### src/rtl/mips_pkg.sv
// Shared datapath widths and the write-back request type used across the
// register-file write path.
package mips_pkg;

  localparam int REG_ADDR_W = 5;
  localparam int DATA_W     = 32;

  typedef struct packed {
    logic [REG_ADDR_W-1:0] rd;
    logic [DATA_W-1:0]     wd;
  } wb_req_t;

endpackage

### src/rtl/wb_fifo.sv
// Long-latency result queue: circular buffer with per-entry live bits that a
// younger ALU write can clear by destination register, plus a pending mask.
module wb_fifo
  import mips_pkg::*;
#(
  parameter int   DEPTH = 4,
  localparam int  PTR_W = $clog2(DEPTH),
  localparam int  CNT_W = $clog2(DEPTH + 1)
) (
  input  logic                  clk,
  input  logic                  rst,
  input  logic                  push_i,
  input  wb_req_t               push_req_i,
  input  logic                  push_live_i,
  input  logic                  pop_i,
  input  logic                  kill_en_i,
  input  logic [REG_ADDR_W-1:0] kill_rd_i,
  output wb_req_t               head_req_o,
  output logic                  head_live_o,
  output logic                  empty_o,
  output logic                  full_o,
  output logic [CNT_W-1:0]      count_o,
  output logic [31:0]           pending_o
);

  wb_req_t              mem_q [DEPTH];
  wb_req_t              mem_d [DEPTH];
  logic [DEPTH-1:0]     live_q, live_d;
  logic [PTR_W-1:0]     head_q, head_d;
  logic [PTR_W-1:0]     tail_q, tail_d;
  logic [CNT_W-1:0]     count_q, count_d;
  logic                 push_ok_s, pop_ok_s;

  assign empty_o     = (count_q == CNT_W'(0));
  assign full_o      = (count_q == CNT_W'(DEPTH));
  assign push_ok_s   = push_i && !full_o;
  assign pop_ok_s    = pop_i && !empty_o;
  assign head_req_o  = mem_q[head_q];
  assign head_live_o = live_q[head_q];
  assign count_o     = count_q;

  // Next-state: kill matching entries, retire head, then write the new tail.
  always_comb begin
    mem_d   = mem_q;
    live_d  = live_q;
    head_d  = head_q;
    tail_d  = tail_q;
    count_d = count_q;
    for (int i = 0; i < DEPTH; i++) begin
      if (kill_en_i && (mem_q[i].rd == kill_rd_i)) begin
        live_d[i] = 1'b0;
      end else begin
        live_d[i] = live_d[i];
      end
    end
    if (pop_ok_s) begin
      live_d[head_q] = 1'b0;
      head_d         = head_q + PTR_W'(1);
    end else begin
      head_d = head_q;
    end
    if (push_ok_s) begin
      mem_d[tail_q]  = push_req_i;
      live_d[tail_q] = push_live_i;
      tail_d         = tail_q + PTR_W'(1);
    end else begin
      tail_d = tail_q;
    end
    case ({push_ok_s, pop_ok_s})
      2'b10:   count_d = count_q + CNT_W'(1);
      2'b01:   count_d = count_q - CNT_W'(1);
      default: count_d = count_q;
    endcase
  end

  // Queue state register.
  always_ff @(posedge clk or posedge rst) begin
    if (rst) begin
      for (int i = 0; i < DEPTH; i++) begin
        mem_q[i] <= '0;
      end
      live_q  <= '0;
      head_q  <= '0;
      tail_q  <= '0;
      count_q <= '0;
    end else begin
      mem_q   <= mem_d;
      live_q  <= live_d;
      head_q  <= head_d;
      tail_q  <= tail_d;
      count_q <= count_d;
    end
  end

  // Entries with rd 0 are never live, so bit 0 stays clear.
  always_comb begin
    pending_o = 32'h0000_0000;
    for (int i = 0; i < DEPTH; i++) begin
      pending_o[mem_q[i].rd] = pending_o[mem_q[i].rd] | live_q[i];
    end
  end

endmodule

### src/rtl/wb_write_arbiter.sv
// Register-file write-port arbiter: the ALU path always wins, long-latency
// results drain from a queue, and stale queued results are suppressed.
module wb_write_arbiter
  import mips_pkg::*;
#(
  parameter int DEPTH = 4
) (
  input  logic                         clk,
  input  logic                         rst,
  input  logic                         alu_we,
  input  logic [REG_ADDR_W-1:0]        alu_rd,
  input  logic [DATA_W-1:0]            alu_wd,
  input  logic                         ll_valid,
  output logic                         ll_ready,
  input  logic [REG_ADDR_W-1:0]        ll_rd,
  input  logic [DATA_W-1:0]            ll_wd,
  output logic                         WE3,
  output logic [REG_ADDR_W-1:0]        a3,
  output logic [DATA_W-1:0]            WD3,
  output logic [31:0]                  pending,
  output logic [$clog2(DEPTH+1)-1:0]   count
);

  logic                  alu_issue_s;
  logic                  push_s, pop_s, push_live_s;
  logic                  empty_s, full_s, head_live_s;
  wb_req_t               push_req_s, head_req_s;
  logic                  we_q, we_d;
  logic [REG_ADDR_W-1:0] a3_q, a3_d;
  logic [DATA_W-1:0]     wd_q, wd_d;

  assign alu_issue_s = alu_we && (alu_rd != REG_ADDR_W'(0));
  assign ll_ready    = !full_s;
  assign push_s      = ll_valid && ll_ready;
  // A same-cycle ALU write to the same register is younger and wins.
  assign push_live_s = (ll_rd != REG_ADDR_W'(0)) && !(alu_we && (alu_rd == ll_rd));
  assign push_req_s  = '{rd: ll_rd, wd: ll_wd};
  assign pop_s       = !alu_issue_s && !empty_s;

  wb_fifo #(.DEPTH(DEPTH)) u_fifo (
    .clk         (clk),
    .rst         (rst),
    .push_i      (push_s),
    .push_req_i  (push_req_s),
    .push_live_i (push_live_s),
    .pop_i       (pop_s),
    .kill_en_i   (alu_issue_s),
    .kill_rd_i   (alu_rd),
    .head_req_o  (head_req_s),
    .head_live_o (head_live_s),
    .empty_o     (empty_s),
    .full_o      (full_s),
    .count_o     (count),
    .pending_o   (pending)
  );

  // Issue select feeding the write-port registers.
  always_comb begin
    we_d = 1'b0;
    a3_d = '0;
    wd_d = '0;
    if (alu_issue_s) begin
      we_d = 1'b1;
      a3_d = alu_rd;
      wd_d = alu_wd;
    end else if (pop_s && head_live_s) begin
      we_d = 1'b1;
      a3_d = head_req_s.rd;
      wd_d = head_req_s.wd;
    end else begin
      we_d = 1'b0;
      a3_d = '0;
      wd_d = '0;
    end
  end

  // Registered register-file write port.
  always_ff @(posedge clk or posedge rst) begin
    if (rst) begin
      we_q <= 1'b0;
      a3_q <= '0;
      wd_q <= '0;
    end else begin
      we_q <= we_d;
      a3_q <= a3_d;
      wd_q <= wd_d;
    end
  end

  assign WE3 = we_q;
  assign a3  = a3_q;
  assign WD3 = wd_q;

endmodule

### config.mk
export PLATFORM = sky130hd
export DESIGN_NAME = wb_write_arbiter
export DESIGN_NICKNAME = d
export VERILOG_FILES = /design/src/rtl/mips_pkg.sv /design/src/rtl/wb_fifo.sv /design/src/rtl/wb_write_arbiter.sv
export SDC_FILE = /design/constraint.sdc
export NUM_CORES = 1
export LEC_CHECK = 0
export ABC_AREA = 1
export BUFFER_PORTS_ARGS = -buffer_cell sky130_fd_sc_hd__buf_2
export CAP_MARGIN = 30
export CORE_MARGIN = 1
export CORE_UTILIZATION = 45
export DETAILED_ROUTE_END_ITERATION = 10
export PLACE_DENSITY = 0.63
export SLEW_MARGIN = 40
export SYNTH_ARGS = -nofsm -noshare
export SYNTH_HDL_FRONTEND = slang
export SYNTH_SLANG_ARGS = --single-unit
### constraint.sdc
create_clock -name clk -period 10 [get_ports clk]
set_input_delay 1 -clock clk [delete_from_list [all_inputs] [get_ports clk]]
set_output_delay 1 -clock clk [all_outputs]
set_load 0.005 [all_outputs]
==> metrics, run 1 <==
Initial Util=45.8%; Critical Path Sink Type=output port; maxcap violations=0; fin crit share=68.7%; slowest cell on the critical path=nor2_2; CP max FO=32; clk root buf=clkbuf_16; Seq/Total Area, Yosys=41.3%; most frequent cells after synthesis=429 x nand2_1, 253 x o21ai_0, 197 x dfrtp_1; synth top area cells=dfrtp_1 41%, nand2_1 13%, o21ai_0 11%; worst hold margin=0.488 ns; Cell Pwr Density=294 nW/um^2; Detailed Route WL=36500 um; ys flop type=dfrtp_1; syn_area_per_cell=7.12 um^2; Place WS=3.78 ns; GP Congestion=0.938; CP Launch Type=flip-flop; final worst setup slack=3.13 ns; vias in the first global route=11.0k; crit path time final=6.87 ns; PortBufs=151; H-tree levels=4; CP most frequent cell=nand2_1; Max Fclk=145 MHz; number of I/O pins=152; final setup fails=0; Synth Cell Area=11900 um^2; Die W=165 um; crit path DAT=5.87 ns; Finished Core Util=51.3%; synth unique cells=35; FF/Latch Area=4930 um^2; EDFF count, synth=0; final count of pins violating max slew=0; CTS max path bufs=2; biggest cell delay along the critical path=0.66 ns; post-synth top area share=41.3%; Pleak=6.41 nW; initial antenna violation count=1; Resize count post-CTS=0; warnings from Yosys=0; Total GRT Usage=27.5%; WS Path Type=reg -> out; DR vias/cell=5.71; gr ovfl total=0; layout cells sized above 1=12.7%; syn nets=1765; CP Buf/Inv Count=3; Site Rows=59; die area=27200 um^2; Syn Inst Count=1677; top-count cell post-synth=nand2_1; Detail Route Antenna Nets=0; flop and latch count out of synthesis=197; Top Family by Delay on Critical Path=simple AND/OR/NAND/NOR gates; Worst Path Required=9.00 ns; clock skew=0.0265 ns; hold buffers post-CTS=0; CTS tree=yes; DRT iter0 DRCs=1194; first-pass GRT wire length=58300 um; Post-DP HPWL=23700 um; Core Region=26100 um^2; Num CTS Buffers=17; Synth area leader=dfrtp_1; Final nets=1836; Die Y-Extent=165 um; Layout fillers=2666; drc violations=0; Least-Margin Pin Slew=0.878 ns; multi-input logic area=6040 um^2; RSZ-0062 raised after global routing=no; outcome=finished clean; Post-CTS Setup Bufs=0; later-pin clock latency in the skew report=0.45 ns; max_slew headroom=41.2%; drt wl/cell=17.4 um; Area Overhead vs Synth=12.0%; DRT Pass-1 Iters=7; Worst-path clk slew=0.09 ns; worst hold path type=reg -> reg; peak supply drop=0.128 mV; hold violation count in the final report=0; Async SR Flop Fraction=100%; setup_tns=0 ns; via count=12.0k; largest net degree at the start of global routing=132; CTS Sinks=197
[power breakdown]
group / internal (W) / switching [W] / total, W
Clock: 0.000345 / 0.000356 / 0.000702
Combinational: 0.000571 / 0.00128 / 0.00185
Sequential: 0.00114 / 0.000243 / 0.00138
[sequential cells by signal, indices dropped and copies added, names as in the netlist]
register and flops:
u_fifo.head_q 2, u_fifo.mem_q 148, a3 5, WD3 32, WE3 1, u_fifo.count_o 3, u_fifo.live_q 4, u_fifo.tail_q 2
[layout by cell type (no fill, tap or decap), types with 8 or more instances in the layout]
cell type | netlist | final
nand2_1 | 429 | 425
o21ai_0 | 253 | 253
dfrtp_1 | 197 | 196
nor2_1 | 166 | 165
buf_2 | 20 | 151
inv_1 | 125 | 124
nand3_1 | 108 | 107
nand4_1 | 68 | 68
a21oi_1 | 45 | 45
nand3b_1 | 32 | 32
a32o_1 | 32 | 32
o22ai_1 | 24 | 24
clkbuf_16 | 0 | 17
inv_2 | 12 | 11
xor2_1 | 11 | 11
nor3_1 | 9 | 9
o21ai_1 | 9 | 9
xnor2_1 | 9 | 9
ha_1 | 9 | 9
o211ai_1 | 8 | 8
buf_4 | 9 | 8
[through the flow]
stage / cell area [um^2] / instances / total power, W
6_report: 13400 / 2097 / 0.00394
2_1_floorplan: 11900 / 1677 / 0.00266
3_5_place_dp: 12800 / 2064 / 0.00321
5_1_grt: 13400 / 2097 / 0.00427
4_1_cts: 13400 / 2096 / 0.00393
3_3_place_gp: 12700 / 2064 / 0.00317
[metal layers]
layer	wire length (um)	up-vias	track usage [%]	part of all wire, %
met3	2410	84	3.37	6.6
li1	-	5763	-	-
met2	17200	513	43.9	47
met4	1020	0	11.4	2.8
met5	0	-	0	0
met1	15900	5611	37.8	43
[worst paths after layout]
kind                              startpoint          endpoint  slack, ns  cells after the start
hold reg to reg              u_fifo.mem_q[4]   u_fifo.mem_q[4]       0.49                      2
hold / removal               u_fifo.mem_q[4]   u_fifo.mem_q[4]       0.49                      2
setup reg to reg            u_fifo.head_q[0]           WD3[29]       7.11                      8
max in group asynchronous                rst  u_fifo.live_q[2]       8.23                      3
setup / recovery           u_fifo.mem_q[106]        pending[4]       3.13                     25
min in group asynchronous                rst  u_fifo.mem_q[47]       0.65                      2
[cell type report]
cell class,instances,share of cell area [%]
sequential,197,36.9
timing repair buffer,162,6.35
clock inverter,13,1.17
multi-input combinational,1232,45.2
clock buffer,19,3.31
antenna,1,0.0187
tap,335,3.13
inverter,138,3.98
[worst register-to-register path: cells and delay by family (launching register included)]
family                 cells  cell delay [ns]
and+or+nand+nor            1             0.13
AOI/OAI and AO/OA          4             0.66
DFF                        1             0.50
buffers and inverters      3             1.49
[cell families after synthesis]
| logic type | synth area share, % |
|---|---|
| flops | 41.3 |
| simple gates | 29.8 |
| xor+xnor | 1.47 |
| fa+ha+maj | 1.11 |
| buf+inv | 8.35 |
| compound gates | 18.0 |
(Power assumes the default switching activity.)
==> run 2, diff against run 1 <==
--- a/config.mk
+++ b/config.mk
@@ -11,7 +11,7 @@
 export CORE_MARGIN = 1
 export CORE_UTILIZATION = 45
 export DETAILED_ROUTE_END_ITERATION = 10
-export PLACE_DENSITY = 0.63
+export PLACE_DENSITY = 0.65
 export SLEW_MARGIN = 40
 export SYNTH_ARGS = -nofsm -noshare
 export SYNTH_HDL_FRONTEND = slang
==> constraint.sdc (replaced) <==
create_clock -name clk -period 5.6 [get_ports clk]
set_input_delay 0.56 -clock clk [delete_from_list [all_inputs] [get_ports clk]]
set_output_delay 0.56 -clock clk [all_outputs]
set_load 0.005 [all_outputs]
==> run 2 against run 1 <==
  * Clock-buffer cell count is 2 lower
  * Global-route usage hardly changed
  * First-iteration DRC count is 5.2% higher
  * Highest routed layer is now met5
  * Critical path type unchanged
  * Sequential share of layout area is 0.52 points lower
==> metrics, run 2 (synthesized netlist as in run 1, its figures left out) <==
outcome=finished clean (unchanged); Internal Power=0.00372 W (was 0.00206 W); CTS max path bufs=2 (unchanged); DRT Pass-1 Iters=6 (was 7); Total GRT Usage=27.5% (about the same); Final nets=1853 (was 1836); Area Overhead vs Synth=13.7% (was 12.0%); Worst Path Required=5.04 ns (was 9.00 ns); CP max FO=21 (was 32); Reg2Reg Depth=8 (unchanged); clk root buf=clkbuf_16 (unchanged); fin cells=2114 (was 2097); setup_tns=0 ns (unchanged); commonest non-fill, non-tap cell in the layout=nand2_1 (unchanged); peak supply drop=0.307 mV (was 0.128 mV); Detailed Route WL=36900 um (was 36500 um); Hold Path Stages=2 (unchanged); Detail Route Antenna Nets=0 (unchanged); via count=12.1k (was 12.0k); switching share of power=47.9% (was 47.7%); reg-to-reg setup timing slack=3.10 ns (was 7.11 ns); DR vias/cell=5.70 (was 5.71); initial antenna violation count=2 (was 1); Gate power share=47.4% (was 47.0%); RR Endpoint=WD3[28] (was WD3[29]); CP Launch Type=flip-flop (unchanged); GP Congestion=0.966 (was 0.938); final worst setup slack=0.460 ns (was 3.13 ns); fin crit share=91.8%; Sequential Power Share=34.7% (was 35.1%); H-tree levels=4 (unchanged); Critical Path Sink Type=output port (unchanged); GR met1 Demand/Resource=37.5% (was 37.8%); Cell Count Post-Placement=2077 (was 2064); Cell Pwr Density=525 nW/um^2 (was 294 nW/um^2); gr ovfl total=0 (unchanged); first-pass GRT wire length=58200 um (was 58300 um); Core Region=26100 um^2 (unchanged); vias in the first global route=10.9k (was 11.0k); Die W=165 um (unchanged); final setup fails=0 (unchanged); CTS Sinks=197 (unchanged); number of flip-flops in the largest register=148 (unchanged); most frequent cells in the layout=425 x nand2_1, 253 x o21ai_0, 195 x dfrtp_1 (was 425 x nand2_1, 253 x o21ai_0, 196 x dfrtp_1); Least-Margin Pin Slew=0.875 ns (was 0.878 ns); Max Fclk=195 MHz; Place WS=0.629 ns (was 3.78 ns); RSZ-0062 raised after global routing=no (unchanged); Worst-path clk slew=0.09 ns (about the same); die area=27200 um^2 (unchanged); GRT met2 Usage=44.3% (was 43.9%); clock share of power=17.8% (about the same); WS Path Type=reg -> out (unchanged); Most flops, register=u_fifo.mem_q (unchanged); largest net degree at the start of global routing=111 (was 132); crit path time final=5.14 ns; Pleak=6.51 nW (was 6.41 nW); Die Y-Extent=165 um (unchanged); R2R Path Start=u_fifo.head_q[1] (was u_fifo.head_q[0]); drc violations=0 (unchanged); drt wl/cell=17.4 um (about the same); Initial Util=45.8% (unchanged); later-pin clock latency in the skew report=0.45 ns (about the same); hold endpoint=WD3[24] (was u_fifo.mem_q[4]); beginning of the worst hold path=alu_wd[24] (was u_fifo.mem_q[4]); GRT met3 Usage=3.92% (was 3.37%); PortBufs=151 (unchanged); max_slew headroom=41.5% (was 41.2%); layout cells sized above 1=13.8% (was 12.7%); P_sw=0.00342 W (was 0.00188 W); maxcap violations=0 (unchanged); DRT iter0 DRCs=1256 (was 1194); gr busiest metal=met2 (unchanged); hold violation count in the final report=0 (unchanged); clock skew=0.0214 ns (was 0.0265 ns); Site Rows=59 (unchanged); CTS tree=yes (unchanged); number of I/O pins=152 (unchanged); Num CTS Buffers=17 (unchanged); worst hold path type=in -> reg (was reg -> reg); final count of pins violating max slew=0 (unchanged); crit path DAT=4.58 ns (was 5.87 ns); Post-DP HPWL=24200 um (was 23700 um)
## run 2: cell count changes in the layout (fill, tap and decap cells not counted), sizes merged
cell	change
nor2	+1
buf	+15
clkinvlp	-1
inv	-3
clkbuf	-2
clkinv	+6
dlygate4sd3	+1
## run 2: routing by layer
layer / up-vias / share of wire [%]
met5: - / 0.035
met4: 2 / 2.6
met3: 72 / 6.5
met2: 476 / 48
met1: 5708 / 43
li1: 5793 / -
## run 2: how the worst max path moves through the flow
stage,cells after the start,endpoint,start
2_1_floorplan,29,pending[11],u_fifo.live_q[0]
3_3_place_gp,26,pending[6],u_fifo.mem_q[107]
3_5_place_dp,26,pending[23],u_fifo.mem_q[107]
4_1_cts,26,pending[23],u_fifo.mem_q[107]
5_1_grt,27,pending[8],u_fifo.mem_q[145]
6_report,27,pending[30],u_fifo.mem_q[143]
## run 2: area by class of cell
class	instances	area, um^2
Tap cell	335	419
Multi-Input combinational cell	1233	6070
Fill cell	2614	12500
Sequential cell	197	4930
Clock inverter	15	200
Antenna cell	1	2.50
Clock buffer	17	425
Timing Repair Buffer	178	1000
Inverter	138	524
## run 2: power by group through the flow
| stage | Sequential, W | Combinational, W | Clock (W) |
|---|---|---|---|
| floorplan | 0.00232 | 0.00243 | 0 |
| global placement | 0.00245 | 0.00328 | 0 |
| detailed placement | 0.00248 | 0.00334 | 0 |
| CTS | 0.00246 | 0.00335 | 0.00130 |
| global route | 0.00255 | 0.00381 | 0.00135 |
| finish | 0.00248 | 0.00338 | 0.00127 |
## run 2: timing repair
| action | 4_1_cts | 5_1_grt |
|---|---|---|
| resized for setup | 0 | 7 |
| setup endpoints to repair | 0 | 32 |
| hold buffers | 1 | 0 |
| hold endpoints to repair | 1 | 0 |
| buffers inserted | 0 | 1 |
## run 2: per-stage QoR
step	hold WS, ns	utilization, %	total power, W	cell area, um^2
final	0.318	52.1	0.00713	13600
after global routing	0.318	52.1	0.00772	13600
after CTS	0.308	51.8	0.00711	13500
after detailed placement	0.449	49.3	0.00581	12900
after global placement	0.446	49.2	0.00573	12800
after floorplan	0.453	-	0.00475	11900
## run 2: worst max-delay path, cell delays in order, from the launching register on
cell      delay, ns
dfrtp_1        0.49
inv_2          0.10
nand3_2        0.29
nor2_1         0.10
nand2_1        0.07
nand2_1        0.05
o21ai_0        0.15
nand2_1        0.20
nor2_4         0.32
buf_4          0.25
nand4_1        0.12
o211ai_1       0.11
nand2_1        0.07
nor2_1         0.15
nor2_1         0.07
nor2_2         0.12
buf_4          0.28
nand4_1        0.17
nand3_1        0.10
nand2_1        0.07
o21ai_1        0.13
nand2_1        0.08
nor2_1         0.11
nand3_1        0.09
buf_4          0.21
nand2_1        0.07
nand2_1        0.05
buf_2          0.12
